### config.mk
export PLATFORM = sky130hd
export DESIGN_NAME = mem_arbiter
export DESIGN_NICKNAME = d
export VERILOG_FILES = /design/src/rtl/mem_arbiter_pkg.sv /design/src/rtl/mem_arbiter_rr_select.sv /design/src/rtl/mem_arbiter.sv
export SDC_FILE = /design/constraint.sdc
export NUM_CORES = 1
export LEC_CHECK = 0
export CAP_MARGIN = 25
export CORE_ASPECT_RATIO = 0.7
export CORE_UTILIZATION = 35
export CTS_CLUSTER_DIAMETER = 50
export DETAILED_ROUTE_END_ITERATION = 7
export PLACE_DENSITY = 0.68
export SLEW_MARGIN = 20
export SYNTH_ARGS = -nofsm -noshare
export SYNTH_HDL_FRONTEND = slang
export SYNTH_HIERARCHICAL = 1
export SYNTH_SLANG_ARGS = --single-unit
### constraint.sdc
create_clock -name clk -period 2.2 [get_ports clk]
set_input_delay 0.44 -clock clk [delete_from_list [all_inputs] [get_ports clk]]
set_output_delay 0.44 -clock clk [all_outputs]
set_load 0.03 [all_outputs]
### src/rtl/mem_arbiter_pkg.sv
// mem_arbiter_pkg
// Shared constants and types for the memory-port arbiter.
//   OWNER_CPU / OWNER_DMA : encoding of the grant owner bit
//   arb_state_t           : arbiter FSM states (2-bit)
//   WAIT_CW               : width of the wait-state counter (WAIT_CYCLES 0..15)
// Optional build macro affecting users of this package: MEM_ARB_CPU_PRIO_EN.
package mem_arbiter_pkg;

  localparam logic OWNER_CPU = 1'b0;
  localparam logic OWNER_DMA = 1'b1;

  localparam int WAIT_CW = 4;

  typedef enum logic [1:0] {
    ARB_IDLE   = 2'd0,
    ARB_ACCESS = 2'd1,
    ARB_RESP   = 2'd2
  } arb_state_t;

endpackage

### src/rtl/mem_arbiter_rr_select.sv
// arb_rr_select
// Combinational grant selection between the CPU and DMA requesters.
// Ports:
//   cpu_req, dma_req : pending requests
//   last_owner       : owner of the most recently completed transaction
//   grant_valid      : at least one request is pending
//   grant_owner      : winning requester (OWNER_CPU / OWNER_DMA)
// Build macro MEM_ARB_CPU_PRIO_EN: when defined the CPU wins every tie and
// last_owner is ignored; when undefined ties alternate round-robin.
module arb_rr_select
  import mem_arbiter_pkg::*;
(
  input  logic cpu_req,
  input  logic dma_req,
  input  logic last_owner,
  output logic grant_valid,
  output logic grant_owner
);

`ifdef MEM_ARB_CPU_PRIO_EN
  // Fixed priority has no use for history; keep the input visibly consumed.
  logic unused_last_owner;
  assign unused_last_owner = last_owner;
`endif

  // A single requester always wins; a tie is resolved by priority or by
  // handing the port to whoever did not have it last.
  always_comb begin
    grant_valid = cpu_req | dma_req;
    grant_owner = OWNER_CPU;
    if (cpu_req && dma_req) begin
`ifdef MEM_ARB_CPU_PRIO_EN
      grant_owner = OWNER_CPU;
`else
      grant_owner = (last_owner == OWNER_CPU) ? OWNER_DMA : OWNER_CPU;
`endif
    end else if (dma_req) begin
      grant_owner = OWNER_DMA;
    end
  end

endmodule

### src/rtl/mem_arbiter.sv
// mem_arbiter
// Shares one memory port between CPU and DMA requesters. A grant latches the
// winner's we/addr/wdata, drives the memory for WAIT_CYCLES+1 cycles, then
// pulses a one-cycle ack to the owner with read data registered.
// Ports:
//   clk, rst                        : clock, async active-low reset
//   cpu_req/we/addr/wdata           : CPU request (held until cpu_ack)
//   cpu_rdata, cpu_ack              : CPU read data and completion pulse
//   dma_req/we/addr/wdata           : DMA request (held until dma_ack)
//   dma_rdata, dma_ack              : DMA read data and completion pulse
//   mem_en, mem_we, mem_addr,
//   mem_wdata, mem_rdata            : memory port
//   busy                            : transaction in progress
//   owner                           : current/last grant (0 CPU, 1 DMA)
// Build macro MEM_ARB_CPU_PRIO_EN selects fixed CPU priority (see arb_rr_select).
module mem_arbiter
  import mem_arbiter_pkg::*;
#(
  parameter int AW          = 16,
  parameter int DW          = 16,
  parameter int WAIT_CYCLES = 1
) (
  input  logic          clk,
  input  logic          rst,
  input  logic          cpu_req,
  input  logic          cpu_we,
  input  logic [AW-1:0] cpu_addr,
  input  logic [DW-1:0] cpu_wdata,
  output logic [DW-1:0] cpu_rdata,
  output logic          cpu_ack,
  input  logic          dma_req,
  input  logic          dma_we,
  input  logic [AW-1:0] dma_addr,
  input  logic [DW-1:0] dma_wdata,
  output logic [DW-1:0] dma_rdata,
  output logic          dma_ack,
  output logic          mem_en,
  output logic          mem_we,
  output logic [AW-1:0] mem_addr,
  output logic [DW-1:0] mem_wdata,
  input  logic [DW-1:0] mem_rdata,
  output logic          busy,
  output logic          owner
);

  arb_state_t         state;
  arb_state_t         state_nxt;
  logic [WAIT_CW-1:0] wait_cnt;
  logic               owner_q;
  logic               last_owner;
  logic               lat_we;
  logic [AW-1:0]      lat_addr;
  logic [DW-1:0]      lat_wdata;
  logic [DW-1:0]      cpu_rdata_q;
  logic [DW-1:0]      dma_rdata_q;
  logic               grant_valid;
  logic               grant_owner;
  logic               load;
  logic               capture;
  logic               finish;

  arb_rr_select u_select (
    .cpu_req     (cpu_req),
    .dma_req     (dma_req),
    .last_owner  (last_owner),
    .grant_valid (grant_valid),
    .grant_owner (grant_owner)
  );

  // State register; reset aborts any transaction and drops mem_en/ack at once
  // because those strobes are decoded directly from this register.
  always_ff @(posedge clk or negedge rst) begin
    if (!rst) begin
      state <= ARB_IDLE;
    end else begin
      state <= state_nxt;
    end
  end

  // Next-state and strobe decode. ACCESS holds until the wait counter has
  // run out; RESP is always a single cycle carrying the owner's ack.
  always_comb begin
    state_nxt = state;
    load      = 1'b0;
    capture   = 1'b0;
    finish    = 1'b0;
    mem_en    = 1'b0;
    mem_we    = 1'b0;
    cpu_ack   = 1'b0;
    dma_ack   = 1'b0;
    case (state)
      ARB_IDLE: begin
        if (grant_valid) begin
          load      = 1'b1;
          state_nxt = ARB_ACCESS;
        end
      end
      ARB_ACCESS: begin
        mem_en = 1'b1;
        mem_we = lat_we;
        if (wait_cnt == '0) begin
          capture   = 1'b1;
          state_nxt = ARB_RESP;
        end
      end
      ARB_RESP: begin
        finish    = 1'b1;
        cpu_ack   = (owner_q == OWNER_CPU);
        dma_ack   = (owner_q == OWNER_DMA);
        state_nxt = ARB_IDLE;
      end
      default: begin
        state_nxt = ARB_IDLE;
      end
    endcase
  end

  // Transaction registers. Requester inputs are only looked at on the grant,
  // so later changes on the request side cannot disturb the memory port.
  // last_owner starts at DMA so the first tie goes to the CPU.
  always_ff @(posedge clk or negedge rst) begin
    if (!rst) begin
      wait_cnt    <= '0;
      owner_q     <= OWNER_CPU;
      last_owner  <= OWNER_DMA;
      lat_we      <= 1'b0;
      lat_addr    <= '0;
      lat_wdata   <= '0;
      cpu_rdata_q <= '0;
      dma_rdata_q <= '0;
    end else begin
      if (load) begin
        owner_q  <= grant_owner;
        wait_cnt <= WAIT_CW'(WAIT_CYCLES);
        if (grant_owner == OWNER_DMA) begin
          lat_we    <= dma_we;
          lat_addr  <= dma_addr;
          lat_wdata <= dma_wdata;
        end else begin
          lat_we    <= cpu_we;
          lat_addr  <= cpu_addr;
          lat_wdata <= cpu_wdata;
        end
      end else if ((state == ARB_ACCESS) && (wait_cnt != '0)) begin
        wait_cnt <= wait_cnt - 1'b1;
      end
      if (capture && !lat_we) begin
        if (owner_q == OWNER_DMA) begin
          dma_rdata_q <= mem_rdata;
        end else begin
          cpu_rdata_q <= mem_rdata;
        end
      end
      if (finish) begin
        last_owner <= owner_q;
      end
    end
  end

  assign mem_addr  = lat_addr;
  assign mem_wdata = lat_wdata;
  assign cpu_rdata = cpu_rdata_q;
  assign dma_rdata = dma_rdata_q;
  assign busy      = (state != ARB_IDLE);
  assign owner     = owner_q;

endmodule
==> impl_metrics.prom <==
# TYPE chip_impl_metric gauge
chip_impl_metric{name="count_of_routing_violations_after_the_opening_detailed_route_iteration",unit=""} 121
chip_impl_metric{name="placed_cell_area",unit="um^2"} 4926
chip_impl_metric{name="post-cts-setup-buffers",unit=""} 0
chip_impl_metric{name="power_per_cell_area",unit="nW/um^2"} 1560
chip_impl_metric{name="gp_congestion",unit=""} 0.7822
chip_impl_metric{name="setup_ws",unit="ps"} 102.2
chip_impl_metric{name="setup_viol",unit=""} 0
chip_impl_metric{name="design_area",unit="um^2"} 5223
chip_impl_metric{name="finalMaxSlewViolations",unit=""} 0
chip_impl_metric{name="synthesized_area_per_cell",unit="um^2"} 12.68
chip_impl_metric{name="setup-tns-final",unit="ps"} 0
chip_impl_metric{name="drc_violation_count_after_routing",unit=""} 0
chip_impl_metric{name="layout.filler_cells",unit=""} 731
chip_impl_metric{name="cpPeakStageDelay",unit="ps"} 600
chip_impl_metric{name="cap_violations",unit=""} 0
chip_impl_info{name="critPathCaptureType",value="primary output"} 1
chip_impl_metric{name="post-place-ws",unit="ps"} 72.85
chip_impl_metric{name="clk-insertion-delay-late",unit="ps"} 330
chip_impl_metric{name="groute.usage.overall",unit="%"} 16.97
chip_impl_metric{name="synth_warnings",unit=""} 6
chip_impl_info{name="cp_cell_sequence",value="or2_2, clkdlybuf4s50_1"} 1
chip_impl_metric{name="wl_per_cell",unit="um"} 14.75
chip_impl_metric{name="place.detailed.hpwl",unit="um"} 6008
chip_impl_metric{name="worst-endpoint-arrival",unit="ps"} 1660
chip_impl_metric{name="grt_pass1_wl",unit="um"} 12070
chip_impl_metric{name="io_buffer_count",unit=""} 155
chip_impl_metric{name="synth.cell_area",unit="um^2"} 3233
chip_impl_metric{name="area_growth",unit="%"} 61.53
chip_impl_metric{name="antenna_violating_nets_left",unit=""} 0
chip_impl_info{name="crit_family",value="buffers and inverters"} 1
chip_impl_metric{name="timing.critical_path.buf_inv",unit=""} 1
chip_impl_metric{name="clockBufferDepth",unit=""} 2
chip_impl_metric{name="yosys_register_bits",unit=""} 73
chip_impl_metric{name="worst_slew_pin_slew",unit="ps"} 485.7
chip_impl_metric{name="ioPinCount",unit=""} 156
chip_impl_metric{name="gr-total-overflow",unit=""} 0
chip_impl_metric{name="worstPathRequired",unit="ps"} 1760
chip_impl_metric{name="antenna_found_initial",unit=""} 0
chip_impl_info{name="slowest_stage",value="clkdlybuf4s50_1"} 1
chip_impl_metric{name="vdd_drop_max",unit="uV"} 703.4
chip_impl_info{name="clock-root-buffer",value="clkbuf_16"} 1
chip_impl_metric{name="setup_skew_after_layout",unit="ps"} 7.116
chip_impl_metric{name="cts.sinks",unit=""} 73
chip_impl_metric{name="finalCriticalPeriod",unit="ps"} 2098
chip_impl_info{name="run_status",value="finished clean"} 1
chip_impl_metric{name="nNetsFinal",unit=""} 500
chip_impl_metric{name="final_layout_size_suffix_gt1_share",unit="%"} 15.35
chip_impl_metric{name="viasPerCell",unit=""} 4.633
chip_impl_metric{name="post_cts_hold_buffer_count",unit=""} 0
chip_impl_metric{name="finalHoldWorstSlack",unit="ps"} 47.11
chip_impl_metric{name="path_clk_slew",unit="ps"} 60
chip_impl_metric{name="num_rows",unit=""} 28
chip_impl_metric{name="count_of_mapped_cells_out_of_synthesis",unit=""} 255
chip_impl_metric{name="design.core.area",unit="um^2"} 8688
chip_impl_metric{name="post_synth_num_cell_types",unit=""} 30
chip_impl_metric{name="drt_pre_antenna_iters",unit=""} 4
chip_impl_metric{name="htree_num_levels",unit=""} 3
chip_impl_info{name="startpoint_type",value="flop"} 1
chip_impl_metric{name="slew_headroom",unit="%"} 67.27
chip_impl_metric{name="routed_wl",unit="um"} 7923
chip_impl_info{name="cts_tree",value="yes"} 1
chip_impl_metric{name="cp_max_fo",unit=""} 6
chip_impl_metric{name="final.period_utilization",unit="%"} 95.35
chip_impl_info{name="rsz0062_at_grt",value="false"} 1
chip_impl_metric{name="die_height",unit="um"} 82.42
chip_impl_metric{name="dr_vias",unit=""} 2488
chip_impl_metric{name="syn-num-nets",unit=""} 343
chip_impl_info{name="critical_path_class",value="flop to primary output"} 1
chip_impl_metric{name="postLayoutCoreUtil",unit="%"} 60.11
chip_impl_metric{name="timing.final.hold_violations",unit=""} 0
chip_impl_metric{name="antenna_cells",unit=""} 0
chip_impl_metric{name="die_x",unit="um"} 116.9
chip_impl_info{name="hold_class",value="primary input to async pin"} 1
chip_impl_metric{name="dieArea",unit="um^2"} 9632
chip_impl_metric{name="fmax",unit="MHz"} 476.7
chip_impl_metric{name="first_global_vias",unit=""} 2484
chip_impl_metric{name="initial_utilization",unit="%"} 37.21
chip_impl_metric{name="tritoncts.num_buffers",unit=""} 9
chip_impl_metric{name="ys_seq_area_share",unit="%"} 56.54
chip_impl_metric{name="grt_start_max_net_pins",unit=""} 51
chip_impl_metric{name="p_leak",unit="uW"} 0.002373
placed cells by master, fill, tap and decap left out, types with 3 or more instances in the layout:
cell and n:
mux2i_1 35, mux2_4 20, clkbuf_16 9, dfrtp_1 72, buf_4 5, inv_1 3, clkdlybuf4s50_1 150, o21ai_0 35
mux2_2 12, buf_12 3, nand2_1 36, dlymetal6s2s_1 3, nor2_1 4
through the flow:
stage	total power, uW	std cells
after global placement	6747	521
after CTS	8247	537
after floorplan	4962	255
final	8145	537
after detailed placement	6833	521
after global routing	8621	537
worst paths after layout:
kind | from | end | slack (ps) | cells past startpoint
max | state[1]$_DFFE_PN0P_ | busy | 100 | 2
min | rst | dma_rdata[13]$_DFFE_PN0P_ | 50 | 1
max reg2reg | state[1]$_DFFE_PN0P_ | dma_rdata[8]$_DFFE_PN0P_ | 180 | 3
min reg2reg | mem_wdata[14]$_DFFE_PN0P_ | mem_wdata[14]$_DFFE_PN0P_ | 480 | 2
max in group asynchronous | rst | mem_addr[1]$_DFFE_PN0P_ | 1570 | 2
min in group clk | mem_wdata[14]$_DFFE_PN0P_ | mem_wdata[14]$_DFFE_PN0P_ | 480 | 2
cells in the mapped netlist:
cell      instances  share of area, %
mux2_4           20               9.3
a21bo_2           1              0.31
and2_1            1              0.19
nor3b_1           1              0.23
a21o_1            1              0.23
or3b_1            1              0.27
or2_2             1              0.19
mux2_2           12               4.2
or3_1             1              0.19
or2_1             1              0.19
nor2_1            4              0.46
o21ai_0          35               5.4
dfstp_2           1              0.81
or3b_4            1              0.35
or4_4             2              0.70
a21oi_1           1              0.15
nand4b_1          1              0.27
o41ai_1           1              0.27
ha_1              2              0.77
inv_1             3              0.35
nor2b_1           1              0.19
a21boi_1          1              0.23
nand2_1          36               4.2
mux2i_1          35                11
o311ai_0          1              0.27
dfrtp_1          72                56
buf_12            2               1.2
buf_6             2              0.70
nand2b_1          2              0.39
clkbuf_1         12               1.4
what timing repair did:
item / CTS / global route
setup endpoints to repair: 1 / 3
endpoints found under the hold margin: 0 / 0
gates cloned: 0 / 0
gates resized for setup: 1 / 3
cell type report:
| type | count | area (um^2) | share of cell area, % |
|---|---|---|---|
| flip-flops and latches | 73 | 1828 | 35.00 |
| repair buffers | 162 | 1645 | 31.50 |
| multi-input cells | 163 | 1297 | 24.84 |
| clock buffers | 11 | 252.7 | 4.839 |
| well taps | 120 | 150.1 | 2.875 |
| clock inverters | 5 | 37.54 | 0.7187 |
| inverters | 3 | 11.26 | 0.2156 |
metal layers:
layer | track usage (%) | vias to the layer above | routed length [um]
li1 | - | 1194 | -
met1 | 20.08 | 1182 | 3480
met2 | 27.75 | 104 | 3605
met3 | 7.518 | 8 | 758
met4 | 5.696 | 0 | 79
met5 | 0 | - | 0
worst register-to-register path, stage by stage, from the launching register on:
cell and delay, ps:
dfrtp_1 430, or3b_4 440, or4_4 670, mux2_4 370
flip-flops by register name, summed over array words and instances, names as in the netlist:
name	count
cpu_rdata	16
dma_rdata	16
last_owner	1
lat_we	1
mem_addr	16
mem_wdata	16
owner	1
state	2
wait_cnt	4
power breakdown:
group	switching (uW)	internal [uW]	leakage [uW]	total, uW
Clock	545	830	0.000139	1370
Combinational	2330	2000	0.00136	4330
Sequential	410	2030	0.000877	2440
Total	3280	4860	0.00237	8150
cells by family (layout without fill, tap and decap cells):
logic type,after synthesis,in the layout,synth area share (%)
and+or+nand+nor,53,53,7.818
adders and majority gates,2,2,0.7739
AOI/OAI and AO/OA,41,41,6.889
muxes,67,67,24.30
DFF,73,73,56.54
buffers and inverters,19,181,3.676
Note: power is estimated with default switching activity, not from simulation.
